$ cat src/rtl/spi_pkg.sv
// Shared SPI definitions: FSM state encoding, mode constants and default word widths
// common to the SPI master and slave.
package spi_pkg;

  typedef enum logic {
    StIdle,
    StActive
  } spi_state_e;

  // Mode 0: SCK idles low, data sampled on the leading edge.
  localparam bit SpiCpol = 1'b0;
  localparam bit SpiCpha = 1'b0;

  localparam int unsigned SpiWordBits = 8;

endpackage

$ cat src/rtl/spi_sync.sv
// Multi-stage synchroniser for an asynchronous input, plus one edge-detect flop providing
// single-cycle rise/fall strobes of the synchronised value.
module spi_sync #(
  parameter int unsigned SYNC_STAGES = 2
) (
  input  logic clk,
  input  logic reset_n,
  input  logic d,
  output logic q,
  output logic rise,
  output logic fall
);

  logic [SYNC_STAGES-1:0] sync_q;
  logic                   prev_q;

  always_ff @(posedge clk or negedge reset_n) begin
    if (!reset_n) begin
      sync_q <= '0;
      prev_q <= 1'b0;
    end else begin
      sync_q <= {sync_q[SYNC_STAGES-2:0], d};
      prev_q <= sync_q[SYNC_STAGES-1];
    end
  end

  assign q    = sync_q[SYNC_STAGES-1];
  assign rise = q & ~prev_q;
  assign fall = ~q & prev_q;

endmodule

$ cat src/rtl/spi_slave.sv
// SPI mode-0 responder: oversamples SCK/CS/MOSI, deserialises MOSI words with a strobe and
// serialises a preloaded word on MISO. Optional sticky overrun under SPI_SLAVE_OVERRUN_EN.
module spi_slave
  import spi_pkg::*;
#(
  parameter int unsigned TO_SPI_BITS   = SpiWordBits,
  parameter int unsigned FROM_SPI_BITS = SpiWordBits,
  parameter int unsigned SYNC_STAGES   = 2
) (
  input  logic                     clk,
  input  logic                     reset_n,
  input  logic                     spi_clk,
  input  logic                     spi_cs,
  input  logic                     spi_mosi,
  output logic                     spi_miso,
  output logic                     spi_miso_oe,
  input  logic [TO_SPI_BITS-1:0]   tx_data,
  input  logic                     tx_wr,
  output logic                     tx_empty,
  output logic [FROM_SPI_BITS-1:0] rx_data,
  output logic                     rx_stb,
  output logic                     busy,
`ifdef SPI_SLAVE_OVERRUN_EN
  input  logic                     rx_ack,
`endif
  output logic                     rx_overrun
);

  localparam int unsigned TxCntW = (TO_SPI_BITS > 1) ? $clog2(TO_SPI_BITS) : 1;
  localparam int unsigned RxCntW = (FROM_SPI_BITS > 1) ? $clog2(FROM_SPI_BITS) : 1;

  logic sck_s, sck_rise, sck_fall;
  logic cs_s, cs_rise, cs_fall;
  logic mosi_s, unused_mosi_rise, unused_mosi_fall;
  logic sample_edge, shift_edge;

  spi_sync #(.SYNC_STAGES(SYNC_STAGES)) u_sync_sck (
    .clk    (clk),
    .reset_n(reset_n),
    .d      (spi_clk),
    .q      (sck_s),
    .rise   (sck_rise),
    .fall   (sck_fall)
  );

  spi_sync #(.SYNC_STAGES(SYNC_STAGES)) u_sync_cs (
    .clk    (clk),
    .reset_n(reset_n),
    .d      (spi_cs),
    .q      (cs_s),
    .rise   (cs_rise),
    .fall   (cs_fall)
  );

  spi_sync #(.SYNC_STAGES(SYNC_STAGES)) u_sync_mosi (
    .clk    (clk),
    .reset_n(reset_n),
    .d      (spi_mosi),
    .q      (mosi_s),
    .rise   (unused_mosi_rise),
    .fall   (unused_mosi_fall)
  );

  // Leading edge samples, trailing edge shifts (swapped when CPOL^CPHA).
  assign sample_edge = (SpiCpol ^ SpiCpha) ? sck_fall : sck_rise;
  assign shift_edge  = (SpiCpol ^ SpiCpha) ? sck_rise : sck_fall;

  spi_state_e               state_q, state_d;
  logic [TO_SPI_BITS-1:0]   tx_hold_q, tx_hold_d;
  logic [TO_SPI_BITS-1:0]   tx_shift_q, tx_shift_d;
  logic [TxCntW-1:0]        tx_cnt_q, tx_cnt_d;
  logic                     tx_empty_q, tx_empty_d;
  logic [FROM_SPI_BITS-1:0] rx_shift_q, rx_shift_d;
  logic [RxCntW-1:0]        rx_cnt_q, rx_cnt_d;
  logic                     rx_done_q, rx_done_d;
  logic [FROM_SPI_BITS-1:0] rx_data_q, rx_data_d;
  logic                     rx_stb_q, rx_stb_d;
  logic                     tx_reload;

  always_comb begin
    state_d    = state_q;
    tx_hold_d  = tx_hold_q;
    tx_shift_d = tx_shift_q;
    tx_cnt_d   = tx_cnt_q;
    tx_empty_d = tx_empty_q;
    rx_shift_d = rx_shift_q;
    rx_cnt_d   = rx_cnt_q;
    rx_done_d  = 1'b0;
    rx_data_d  = rx_data_q;
    rx_stb_d   = rx_done_q;
    tx_reload  = 1'b0;

    // A completed word is published one cycle after its last bit lands in rx_shift.
    if (rx_done_q) begin
      rx_data_d = rx_shift_q;
    end

    if (tx_wr) begin
      tx_hold_d  = tx_data;
      tx_empty_d = 1'b0;
    end

    unique case (state_q)
      StIdle: begin
        if (cs_fall) begin
          state_d   = StActive;
          tx_reload = 1'b1;
          tx_cnt_d  = '0;
          rx_cnt_d  = '0;
        end
      end
      StActive: begin
        if (cs_rise) begin
          state_d  = StIdle;
          tx_cnt_d = '0;
          rx_cnt_d = '0;
        end else begin
          if (sample_edge) begin
            rx_shift_d = {rx_shift_q[FROM_SPI_BITS-2:0], mosi_s};
            if (rx_cnt_q == RxCntW'(FROM_SPI_BITS - 1)) begin
              rx_cnt_d  = '0;
              rx_done_d = 1'b1;
            end else begin
              rx_cnt_d = rx_cnt_q + RxCntW'(1);
            end
          end
          if (shift_edge) begin
            if (tx_cnt_q == TxCntW'(TO_SPI_BITS - 1)) begin
              tx_reload = 1'b1;
              tx_cnt_d  = '0;
            end else begin
              tx_shift_d = tx_shift_q << 1;
              tx_cnt_d   = tx_cnt_q + TxCntW'(1);
            end
          end
        end
      end
      default: state_d = StIdle;
    endcase

    // A write landing on the reload cycle is forwarded and counts as consumed.
    if (tx_reload) begin
      tx_shift_d = tx_wr ? tx_data : tx_hold_q;
      tx_empty_d = 1'b1;
    end
  end

  always_ff @(posedge clk or negedge reset_n) begin
    if (!reset_n) begin
      state_q    <= StIdle;
      tx_hold_q  <= '0;
      tx_shift_q <= '0;
      tx_cnt_q   <= '0;
      tx_empty_q <= 1'b1;
      rx_shift_q <= '0;
      rx_cnt_q   <= '0;
      rx_done_q  <= 1'b0;
      rx_data_q  <= '0;
      rx_stb_q   <= 1'b0;
    end else begin
      state_q    <= state_d;
      tx_hold_q  <= tx_hold_d;
      tx_shift_q <= tx_shift_d;
      tx_cnt_q   <= tx_cnt_d;
      tx_empty_q <= tx_empty_d;
      rx_shift_q <= rx_shift_d;
      rx_cnt_q   <= rx_cnt_d;
      rx_done_q  <= rx_done_d;
      rx_data_q  <= rx_data_d;
      rx_stb_q   <= rx_stb_d;
    end
  end

  logic active;
  // Drop the output enable on the very cycle CS is seen high.
  assign active      = (state_q == StActive) && !cs_s;
  assign spi_miso_oe = active;
  assign spi_miso    = active & tx_shift_q[TO_SPI_BITS-1];
  assign busy        = active;
  assign tx_empty    = tx_empty_q;
  assign rx_data     = rx_data_q;
  assign rx_stb      = rx_stb_q;

`ifdef SPI_SLAVE_OVERRUN_EN
  logic rx_pend_q, rx_pend_d;
  logic rx_overrun_q, rx_overrun_d;

  always_comb begin
    rx_pend_d    = rx_pend_q;
    rx_overrun_d = rx_overrun_q;
    if (rx_done_q) begin
      rx_pend_d = 1'b1;
    end else if (rx_ack) begin
      rx_pend_d = 1'b0;
    end
    if (rx_done_q && rx_pend_q && !rx_ack) begin
      rx_overrun_d = 1'b1;
    end else if (rx_ack || cs_fall) begin
      rx_overrun_d = 1'b0;
    end
  end

  always_ff @(posedge clk or negedge reset_n) begin
    if (!reset_n) begin
      rx_pend_q    <= 1'b0;
      rx_overrun_q <= 1'b0;
    end else begin
      rx_pend_q    <= rx_pend_d;
      rx_overrun_q <= rx_overrun_d;
    end
  end

  assign rx_overrun = rx_overrun_q;
`else
  assign rx_overrun = 1'b0;
`endif

endmodule

$ cat config.mk
export PLATFORM = sky130hd
export DESIGN_NAME = spi_slave
export DESIGN_NICKNAME = d
export VERILOG_FILES = /design/src/rtl/spi_pkg.sv /design/src/rtl/spi_sync.sv /design/src/rtl/spi_slave.sv
export SDC_FILE = /design/constraint.sdc
export NUM_CORES = 1
export LEC_CHECK = 0
export BUFFER_PORTS_ARGS = -buffer_cell sky130_fd_sc_hd__buf_4
export CORE_MARGIN = 3
export CORE_UTILIZATION = 50
export DETAILED_ROUTE_END_ITERATION = 16
export PLACE_DENSITY_LB_ADDON = 0.2
export SLEW_MARGIN = 20
export SYNTH_ARGS = -nofsm -noshare
export SYNTH_HDL_FRONTEND = slang
export SYNTH_SLANG_ARGS = --single-unit
$ cat constraint.sdc
create_clock -name clk -period 1.6 [get_ports clk]
set_input_delay 0.24 -clock clk [delete_from_list [all_inputs] [get_ports clk]]
set_output_delay 0.24 -clock clk [all_outputs]
set_load 0.005 [all_outputs]
# Word level (Yosys, flattened, before mapping)
# Cells that the tools add are included.
word_totals:
  reg_bits: 50
  in_bits: 14
  wordCells: 72
classes:
  add_sub_neg: 2
  n_eq_ne: 7
  muxes: 28
  bitwise: 11
  n_reduce_logical: 9
op_table:
  columns: ["operator", "count"]
  rows:
  - ["$mux 8", 6]
  - ["$mux 3", 7]
  - ["$pmux 3 s2", 2]
  - ["$mux 1", 11]
  - ["$add 3x1->3 const B", 2]
  - ["$eq 3x3->1 const B", 2]
  - ["$ne 3x3->1 const B", 2]
  - ["$not 1->1", 6]
  - ["$reduce_bool 2->1", 3]
  - ["$and 1x1->1", 5]
  - ["$ne 2x2->1 const B", 2]
  - ["$pmux 1 s2", 2]
  - ["$reduce_and 2->1", 2]
  - ["$reduce_and 4->1", 1]
  - ["$reduce_and 3->1", 1]
  - ["$ne 2x1->1 const B", 1]
  - ["$logic_and 1x1->1", 1]
  - ["$logic_not 1->1", 1]

# Logic depth before layout (Yosys ltp)
# Gate-level depths: netlist of run 1.
logic_depth:
  depth_word: 7
  mapped_depth: 6

# By module
# From an unflattened synthesis of run 1, not the netlist that was laid out.
hier_totals:
  hier_cells: 150
  area_unflattened_um2: 2067.0
modules_own_cells:
  columns: ["module", "n_inst", "cells_per_inst", "area_per_inst_um2", "seq_area_each_um2"]
  rows:
  - ["spi_slave", 1, 135, 1796.7, 1052.3]
  - ["spi_sync", 3, 5, 90.1, 75.1]

# Least setup slack after synthesis of run 1
# No wires, ideal clock.
synth_timing:
  path_type: "register -> register"
  from: "register tx_cnt_q[0]"
  to: "register tx_shift_q[0]"
  setup_ps: 130
  t_arrival_ps: 1350
  t_required_ps: 1470
  slack_ps: 120
  stages_incl_launch_ff: 7
  n_path_buf: 1
  synth_period_minus_slack_ps: 1480
  cell_sequence: "dfrtp_1 ha_1 ha_1 and3_2 buf_2 nor3_2 o22ai_1"
synth_via:
  elab_chain_len: 7
synth_rtl:
  columns: ["item", "line", "text"]
  rows:
  - ["start: declaration", "spi_slave.sv:71", "logic [TxCntW-1:0] tx_cnt_q, tx_cnt_d;"]
  - ["start signal: assignment", "spi_slave.sv:164", "tx_cnt_q <= tx_cnt_d;"]
  - ["$eq 3x3->1 (*)", "spi_slave.sv:128", "if (tx_cnt_q == TxCntW'(TO_SPI_BITS - 1)) begin"]
  - ["$mux 1", "spi_slave.sv:128", null]
  - ["$mux 1", "spi_slave.sv:127", "if (shift_edge) begin"]
  - ["$mux 1", "spi_slave.sv:113", "if (cs_rise) begin"]
  - ["$pmux 1 s2", "spi_slave.sv:103", "unique case (state_q)"]
  - ["$ne 2x2->1 (no source line), or another cell as far along", null, null]
  - ["$reduce_and 4->1 (no source line)", null, null]
  - ["end signal: assignment", "spi_slave.sv:163", "tx_shift_q <= tx_shift_d;"]
  - ["end: declaration", "spi_slave.sv:70", "logic [TO_SPI_BITS-1:0] tx_shift_q, tx_shift_d;"]
# Every way passes the cells marked *; elsewhere a longest branch is shown, timed or not.
# A chain may end at the register's enable or synchronous reset.

# Worst setup path in the final report of run 1
layout_timing:
  from: "register u_sync_cs.sync_q[1]"
  to: "output port spi_miso"
layout_via:
  elab_chain_len: 3
layout_rtl:
  columns: ["item", "line", "text"]
  rows:
  - ["start: declaration", "spi_sync.sv:14", "logic [SYNC_STAGES-1:0] sync_q;"]
  - ["start signal: assignment", "spi_sync.sv:22", "sync_q <= {sync_q[SYNC_STAGES-2:0], d};"]
  - ["$logic_not 1->1", "spi_slave.sv:176", "assign active = (state_q == StActive) && !cs_s;"]
  - ["$logic_and 1x1->1", "spi_slave.sv:176", null]
  - ["$and 1x1->1", "spi_slave.sv:178", "assign spi_miso = active & tx_shift_q[TO_SPI_BITS-1];"]
  - ["end: declaration", "spi_slave.sv:15", "output logic spi_miso,"]
# Every way passes these cells.

==> results of run 1 <==
==> flip-flops by register name (all words and copies together), names as in the netlist, 2 cells and up <==
signal and cells:
rx_shift_q 8, tx_hold_q 8, rx_cnt_q 3, u_sync_sck.sync_q 2
tx_cnt_q 3, rx_data 8, tx_shift_q 8, u_sync_mosi.sync_q 2
u_sync_cs.sync_q 2
==> power by group <==
group	switching [µW]	internal (µW)
Clock	427	313
Combinational	176	285
Sequential	146	1470
Total	748	2070
==> critical path, stage by stage (launching register included) <==
cell,delay [ns]
dfrtp_1,0.49
nor2b_4,0.22
and2_1,0.15
buf_4,0.10
==> worst max path at each step <==
stage,from,endpoint,slack [ns],cells after the start
finish,u_sync_cs.sync_q[1],spi_miso,0.09,3
global route,u_sync_cs.sync_q[1],tx_shift_q[2],-0.005,5
CTS,u_sync_cs.sync_q[1],spi_miso,0.07,3
detailed placement,state_q,tx_shift_q[1],0.05,4
global placement,state_q,tx_shift_q[1],0.12,4
floorplan,tx_cnt_q[0],tx_shift_q[0],0.12,6
==> per-stage QoR <==
| stage | setup TNS, ns | hold slack, ns |
|---|---|---|
| 2_1_floorplan | 0 | -0.0556 |
| 3_3_place_gp | 0 | 0.284 |
| 3_5_place_dp | 0 | 0.295 |
| 4_1_cts | 0 | 0.0301 |
| 5_1_grt | -0.00473 | 0.0254 |
| 6_report | 0 | 0.0366 |
==> cells by family after synthesis <==
group | share of synthesized area [%]
muxes | 15.2
and+or+nand+nor | 6.56
other | 0.177
DFF | 59.2
adders and majority gates | 2.36
buffers and inverters | 4.31
AOI/OAI and AO/OA | 12.2
==> placed cells by master, fill, tap and decap left out, types with 2 or more instances in the layout <==
cell	count
mux2i_1	4
ha_1	4
buf_4	31
dfrtp_1	48
mux2_4	6
a21oi_1	8
o22ai_1	4
nand2_1	5
a22o_1	3
clkinvlp_4	2
nor2_1	3
o21ai_0	9
a2bb2oi_1	6
mux2_2	17
clkbuf_8	5
inv_1	3
==> per-layer routing <==
layer,up-vias,track usage (%),share of wire (%)
met5,-,0,0
met4,0,5.64,2.0
met3,9,5.11,5.2
met2,27,26.0,51
met1,594,17.8,42
li1,582,-,-
==> what timing repair did <==
action	CTS	global route
setup buffers	0	0
hold buffers	1	0
endpoints found under the setup margin	1	2
hold endpoints to repair	49	0
resized for setup	1	1
==> cell type report <==
cell class	instances	area [µm²]
clock buffer	5	68.8
clock inverter	3	23.8
fill	324	1590
inverter	3	11.3
multi-input combinational	85	774
sequential	50	1250
tap	50	62.6
timing repair buffer	32	243
==> qor.txt, run 1 <==
Post-synth EDFFs = 0
Tcrit/Tclk final = 94.2%
Fin util = 60.5%
Final instance area = 2440 µm²
Via Count = 1212
Max-slew headroom = 59.7%
Final setup violation count = 0
Antenna Nets Post-Route = 0
Crit path capture type = output port
Status = finished clean
Slew Limit Fails = 0
Worst-path clk slew = 0.09 ns
Clk_lat worst skew = 0.30 ns
Tot GR Track Use = 15.2%
H-tree depth = 2
First DRT Iteration DRCs = 62
Post-synthesis area per instance = 14.3 µm²
Syn Inst Count = 148
Ports = 28
CTS tree = built
Vias in the first global route = 1325
Critical R2R Capture = tx_shift_q[2]
Synth area leaders = dfrtp_1, mux2_2, mux2_4
DP HPWL = 2450 µm
Final Net Count = 195
Synth warn = 0
Placed cell area = 2330 µm²
Post-synth top cells = dfrtp_1, mux2_2, o21ai_0, a21oi_1
Synthesized area = 2120 µm²
R2R Path Start = tx_cnt_q[0]
Per-cell routed wire length = 15.0 µm
Initial Utilization = 52.5%
Skew final = 0.00712 ns
Seq cells post-synth = 50
Routability cong. = 0.799
Critical Setup Path Class = flip-flop to output port
Tmin final = 1.51 ns
Data required time of the worst path = 1.36 ns
Top-area cell type share of the netlist area = 57.9%
Antenna Cells = 0
Maximum resistive drop on vdd = 753 µV
Initial antenna violation count = 0
Port Buf Inserts = 26
Net Count, Synth = 166
Aggregate routed wire length = 3410 µm
# rows = 23
CTS root buf = clkbuf_8
Total gr overflow = 0
R2R Setup Slk = 0.09 ns
Max-cap check violation count = 0
Pre-CTS setup slack = 0.0538 ns
Die width = 71.1 µm
Register area share after synthesis = 59.2%
Share of cells above drive strength 1 = 42.7%
First drt pass iteration count = 4
Die footprint = 5050 µm²
Num CTS Buffers = 5
Final hold viol count = 0
CTS sink cnt = 50
Worst-margin pin slew = 0.605 ns
First-pass GRT wire length = 6050 µm
Post-synth top area cell = dfrtp_1
CP Launch Type = flip-flop
Power consumption = 2820 µW
Top_reg_cell synth = dfrtp_1
DP Cell Count = 219
Area growth from synthesis to layout = 15.1%
Post-Layout Cell Count = 228
Hold Crit Start = spi_cs
Unrepaired setup endpoints after global routing = true
Count leader, synth = dfrtp_1
Yosys cell types = 35
Min-Delay Endpoint = u_sync_cs.sync_q[0]
CP arrival = 1.27 ns
Via-to-Cell Ratio = 5.32
Die Ht = 71.1 µm
Ys async rst share = 100%
Core box area = 4030 µm²
Largest net degree at the start of global routing = 51
Reg2Reg Depth = 5
Leakage = 0.00115 µW
Fmax = 0.663 GHz
Final setup margin = 0.0923 ns
Max Root-Sink Buffers = 2
Worst Hold Path Cells = 1
Pwr dens = 1160 nW/µm²
Hold Crit Class = input pin to flip-flop
DRC Markers = 0
Crit Path Max Fanout = 6
Power figures use the tool's default switching activity.
==> run 2, diff against run 1 <==
==> constraint.sdc (replaced) <==
create_clock -name clk -period 1.6 [get_ports clk]
set_input_delay 0.16 -clock clk [delete_from_list [all_inputs] [get_ports clk]]
set_output_delay 0.16 -clock clk [all_outputs]
set_load 0.005 [all_outputs]
==> run 2 against run 1 <==
  * Flip-flop and latch count stayed put
  * Cell area is 1.2% higher
  * Clock power is 0.5% lower
  * Count of clock-buffer cells in the layout stayed put
  * Power hardly changed
  * Sequential share of layout area is 0.65 points lower
  * Combinational power is 1% higher
  * Worst hold slack better by 0.065 ns
  * Register-to-register slack worse by 0.02 ns
  * Die area stayed put
  * Critical endpoint is now tx_shift_q[1]
  * Utilization is 0.71 points higher
  * Non-clock buffer count is 3 higher
==> qor.txt, run 2 (synthesis gave the netlist of run 1 again) <==
Fmax = 0.654 GHz
Final Net Count = 198
CTS tree = built
Tcrit/Tclk final = 95.6%
Pre-CTS setup slack = 0.0538 ns
Die width = 71.1 µm
Antenna Nets Post-Route = 0
Final hold viol count = 0
Commonest cells after routing, fill and taps aside = dfrtp_1, buf_4, mux2_2
Clk_lat worst skew = 0.30 ns
DP Cell Count = 219
First DRT Iteration DRCs = 43
Critical Setup Path Class = flip-flop to flip-flop
Worst-path clk slew = 0.09 ns
DP HPWL = 2450 µm
Critical path's slowest cell = dfrtp_1
Max Root-Sink Buffers = 2
CP top delay family = compound AO/OA/AOI/OAI gates
DRC Markers = 0
Tmin final = 1.53 ns
Initial antenna violation count = 0
Ports = 28
Total gr overflow = 0
CP arrival = 1.72 ns
Per-cell routed wire length = 14.7 µm
Via-to-Cell Ratio = 5.28
Crit Path Max Fanout = 9
Final setup violation count = 0
First drt pass iteration count = 4
CTS sink cnt = 50
WP buf/inv = 0
Final setup margin = 0.0708 ns
Via Count = 1220
Status = finished clean
Share of cells above drive strength 1 = 41.4%
Hold Crit Class = input pin to flip-flop
Die Ht = 71.1 µm
# rows = 23
Die footprint = 5050 µm²
Port Buf Inserts = 26
Fin util = 61.2%
First-pass GRT wire length = 6080 µm
Pwr dens = 1140 nW/µm²
Data required time of the worst path = 1.79 ns
Maximum resistive drop on vdd = 751 µV
Antenna Cells = 0
Setup Buffers After CTS = 0
Crit path capture type = flip-flop
CP Launch Type = flip-flop
Cell Chain, Critical Path = and3b_2 > a221o_2 > o22ai_2 > a21oi_1
CTS root buf = clkbuf_8
Aggregate routed wire length = 3400 µm
Largest net degree at the start of global routing = 51
Initial Utilization = 52.5%
Slew Limit Fails = 0
Core box area = 4030 µm²
Slowest stage delay, CP = 0.48 ns
Commonest non-fill, non-tap cell in the layout = dfrtp_1
Post-Layout Cell Count = 231
Num CTS Buffers = 5
Max-cap check violation count = 0
Skew final = 0.00798 ns
Vias in the first global route = 1328
H-tree depth = 2
Routability cong. = 0.799
Setup tns final = 0 ns
Power consumption = 2820 µW
Leakage = 0.00116 µW
Max-slew headroom = 59.4%
Tot GR Track Use = 15.2%
Worst-margin pin slew = 0.610 ns
Area growth from synthesis to layout = 16.5%
Unrepaired setup endpoints after global routing = true
## run 2: routing by layer
layer | global-route usage, % | part of all wire, %
met1 | 17.8 | 42
met3 | 5.11 | 5.1
met2 | 26.1 | 51
met5 | 0 | 0
met4 | 5.64 | 2.0
## run 2: report_power, final
group	total, µW	switching, µW	internal [µW]
sequential	1620	146	1470
clock	735	422	313
combinational	466	176	290
## run 2: area by class of cell
class | count | area, µm²
flip-flops and latches | 50 | 1250
inverters | 3 | 11.3
clock buffers | 5 | 68.8
clock inverters | 3 | 23.8
fillers | 323 | 1560
well taps | 50 | 62.6
multi-input cells | 85 | 774
repair buffers | 35 | 273
## run 2: worst paths after layout
check	start	to	slack (ns)	depth (start not counted)
worst min-delay path	tx_data[3]	tx_hold_q[3]	0.10	2
worst max-delay path	state_q	tx_shift_q[1]	0.07	4
max in group asynchronous	reset_n	tx_cnt_q[2]	0.79	2
worst min register to register	u_sync_sck.sync_q[0]	u_sync_sck.sync_q[1]	0.36	0
min in group asynchronous	reset_n	tx_hold_q[1]	0.41	2
worst max register to register	state_q	tx_shift_q[1]	0.07	4
## run 2: worst reg2reg max path, stage by stage (launching register included)
cell and delay (ns):
dfrtp_1 0.48, and3b_2 0.31, a221o_2 0.44, o22ai_2 0.14, a21oi_1 0.05
## run 2: metrics by stage
stage	hold WS, ns	area [µm²]
final	0.102	2470
after global routing	0.0866	2470
after CTS	0.0867	2460
after detailed placement	0.215	2330
after global placement	0.204	2330
after floorplan	-0.136	2120
## run 2: what timing repair did
item | in CTS | in global routing
resized for setup | 0 | 1
hold buffers | 4 | 0
endpoints found under the hold margin | 52 | 0
endpoints found under the setup margin | 0 | 2
==> run 3, diff against run 2 <==
--- a/config.mk
+++ b/config.mk
@@ -6,11 +6,13 @@
 export NUM_CORES = 1
 export LEC_CHECK = 0
 export BUFFER_PORTS_ARGS = -buffer_cell sky130_fd_sc_hd__buf_4
+export CELL_PAD_IN_SITES_DETAIL_PLACEMENT = 0
+export CELL_PAD_IN_SITES_GLOBAL_PLACEMENT = 1
 export CORE_MARGIN = 3
-export CORE_UTILIZATION = 50
+export CORE_UTILIZATION = 42
 export DETAILED_ROUTE_END_ITERATION = 16
 export PLACE_DENSITY_LB_ADDON = 0.2
-export SLEW_MARGIN = 20
+export SLEW_MARGIN = 5
 export SYNTH_ARGS = -nofsm -noshare
 export SYNTH_HDL_FRONTEND = slang
 export SYNTH_SLANG_ARGS = --single-unit
==> run 3 against run 2 <==
  * Worst setup slack better by 0.032 ns
  * Worst hold slack worse by 0.0083 ns
  * Via count is 1.3% lower
  * Combinational power hardly changed
  * Cell area is 0.86% higher
  * Global-route usage is 2.7 points lower
  * Clock skew hardly changed
  * Wire length is 4.3% lower
  * Sequential share of layout area is 0.43 points lower
  * Critical path type unchanged
  * Critical endpoint is now rx_shift_q[0]
  * Largest power group unchanged
  * Highest routed layer unchanged
==> qor.txt, run 3 (synthesis gave the netlist of run 1 again) <==
Status = finished clean
Slew Limit Fails = 0
Port Buf Inserts = 26
Skew final = 0.00755 ns
Share of cells above drive strength 1 = 40.9%
CTS root buf = clkbuf_8
First drt pass iteration count = 4
Pwr dens = 1120 nW/µm²
Final hold viol count = 0
Critical Setup Path Class = flip-flop to flip-flop
DRC Markers = 0
Final setup violation count = 0
Setup tns final = 0 ns
Final Hold Slack = 0.0937 ns
Die footprint = 5930 µm²
Via Count = 1204
Die Ht = 77.0 µm
Hold Crit Class = input pin to flip-flop
Vias in the first global route = 1283
CTS tree = built
Setup Buffers After CTS = 0
Antenna Cells = 0
Max-cap check violation count = 0
Final Net Count = 198
Ports = 28
Unrepaired setup endpoints after global routing = true
Initial Utilization = 44.2%
Tot GR Track Use = 12.6%
Core box area = 4790 µm²
Max-slew headroom = 59.1%
Initial antenna violation count = 0
CP Launch Type = flip-flop
Critical path's slowest cell = dfrtp_1
First DRT Iteration DRCs = 56
Die width = 77.0 µm
Clk_lat worst skew = 0.30 ns
Via-to-Cell Ratio = 4.85
Crit Path Max Fanout = 12
# rows = 25
First-pass GRT wire length = 5990 µm
Power consumption = 2780 µW
Leakage = 0.00116 µW
Commonest cells after routing, fill and taps aside = dfrtp_1, buf_4, mux2_2
DP HPWL = 2260 µm
Max Root-Sink Buffers = 2
Commonest non-fill, non-tap cell in the layout = dfrtp_1
Routability cong. = 0.807
Aggregate routed wire length = 3250 µm
CTS sink cnt = 50
Per-cell routed wire length = 13.1 µm
Slowest stage delay, CP = 0.49 ns
H-tree depth = 2
Tmin final = 1.50 ns
Largest net degree at the start of global routing = 51
Antenna Nets Post-Route = 0
Fmax = 0.668 GHz
Tcrit/Tclk final = 93.6%
Post-Layout Cell Count = 248
DP Cell Count = 236
Worst-path clk slew = 0.09 ns
Maximum resistive drop on vdd = 580 µV
Cell Chain, Critical Path = nand2b_4 > and4b_4 > mux2_2
Worst-margin pin slew = 0.613 ns
Num CTS Buffers = 5
Total gr overflow = 0
Crit path capture type = flip-flop
Area growth from synthesis to layout = 17.5%
Fillers = 411
CP arrival = 1.69 ns
Data required time of the worst path = 1.79 ns
-- run 3: cell count changes in the layout (fill, tap and decap cells not counted), sizes merged --
cell / delta
clkinvlp: -2
clkbuf: +1
inv: -1
clkinv: +2
-- run 3: layer usage --
layer,routed length [µm],up-vias,global-route usage [%]
li1,-,591,-
met1,1560,581,17.6
met2,1490,25,18.6
met3,149,7,3.87
met4,47,0,4.27
met5,0,-,0
-- run 3: final cells by class --
type	count	area, µm²	area share, %
inverters	3	11.3	0.453
repair buffers	35	273	11.0
multi-input cells	85	781	31.4
well taps	67	83.8	3.37
clock inverters	2	13.8	0.553
flip-flops and latches	50	1250	50.4
clock buffers	6	72.6	2.92
-- run 3: worst max-delay path: cells and delay by family (launching register included) --
kind             cells  cell delay, ns
DFF                  1            0.49
muxes                1            0.37
and+or+nand+nor      2            0.54
-- run 3: where the power goes --
group          total (µW)  switching (µW)  internal [µW]
registers            1610             136           1470
logic                 466             172            294
clock network         704             395            309
-- run 3: what timing repair did --
item,4_1_cts,5_1_grt
setup endpoints to repair,0,4
hold buffers,4,0
endpoints found under the hold margin,52,0
resized for setup,0,2
-- run 3: final timing paths --
kind / endpoint / slack, ns / cells past startpoint / from
worst max-delay path: rx_shift_q[0] / 0.10 / 3 / u_sync_cs.sync_q[1]
worst min-delay path: tx_hold_q[0] / 0.09 / 3 / tx_data[0]
worst max register to register: rx_shift_q[0] / 0.10 / 3 / u_sync_cs.sync_q[1]
worst min register to register: u_sync_mosi.sync_q[1] / 0.36 / 0 / u_sync_mosi.sync_q[0]
max in group asynchronous: u_sync_cs.prev_q / 0.78 / 2 / reset_n
min in group asynchronous: rx_shift_q[0] / 0.39 / 2 / reset_n
-- run 3: per-stage QoR --
step	utilization [%]	instance area, µm²	worst slack (ns)
finish	52.0	2490	0.103
global route	52.0	2490	-0.00984
CTS	51.8	2480	0.0829
detailed placement	49.2	2350	0.0948
global placement	49.2	2350	0.113
floorplan	-	2120	0.120
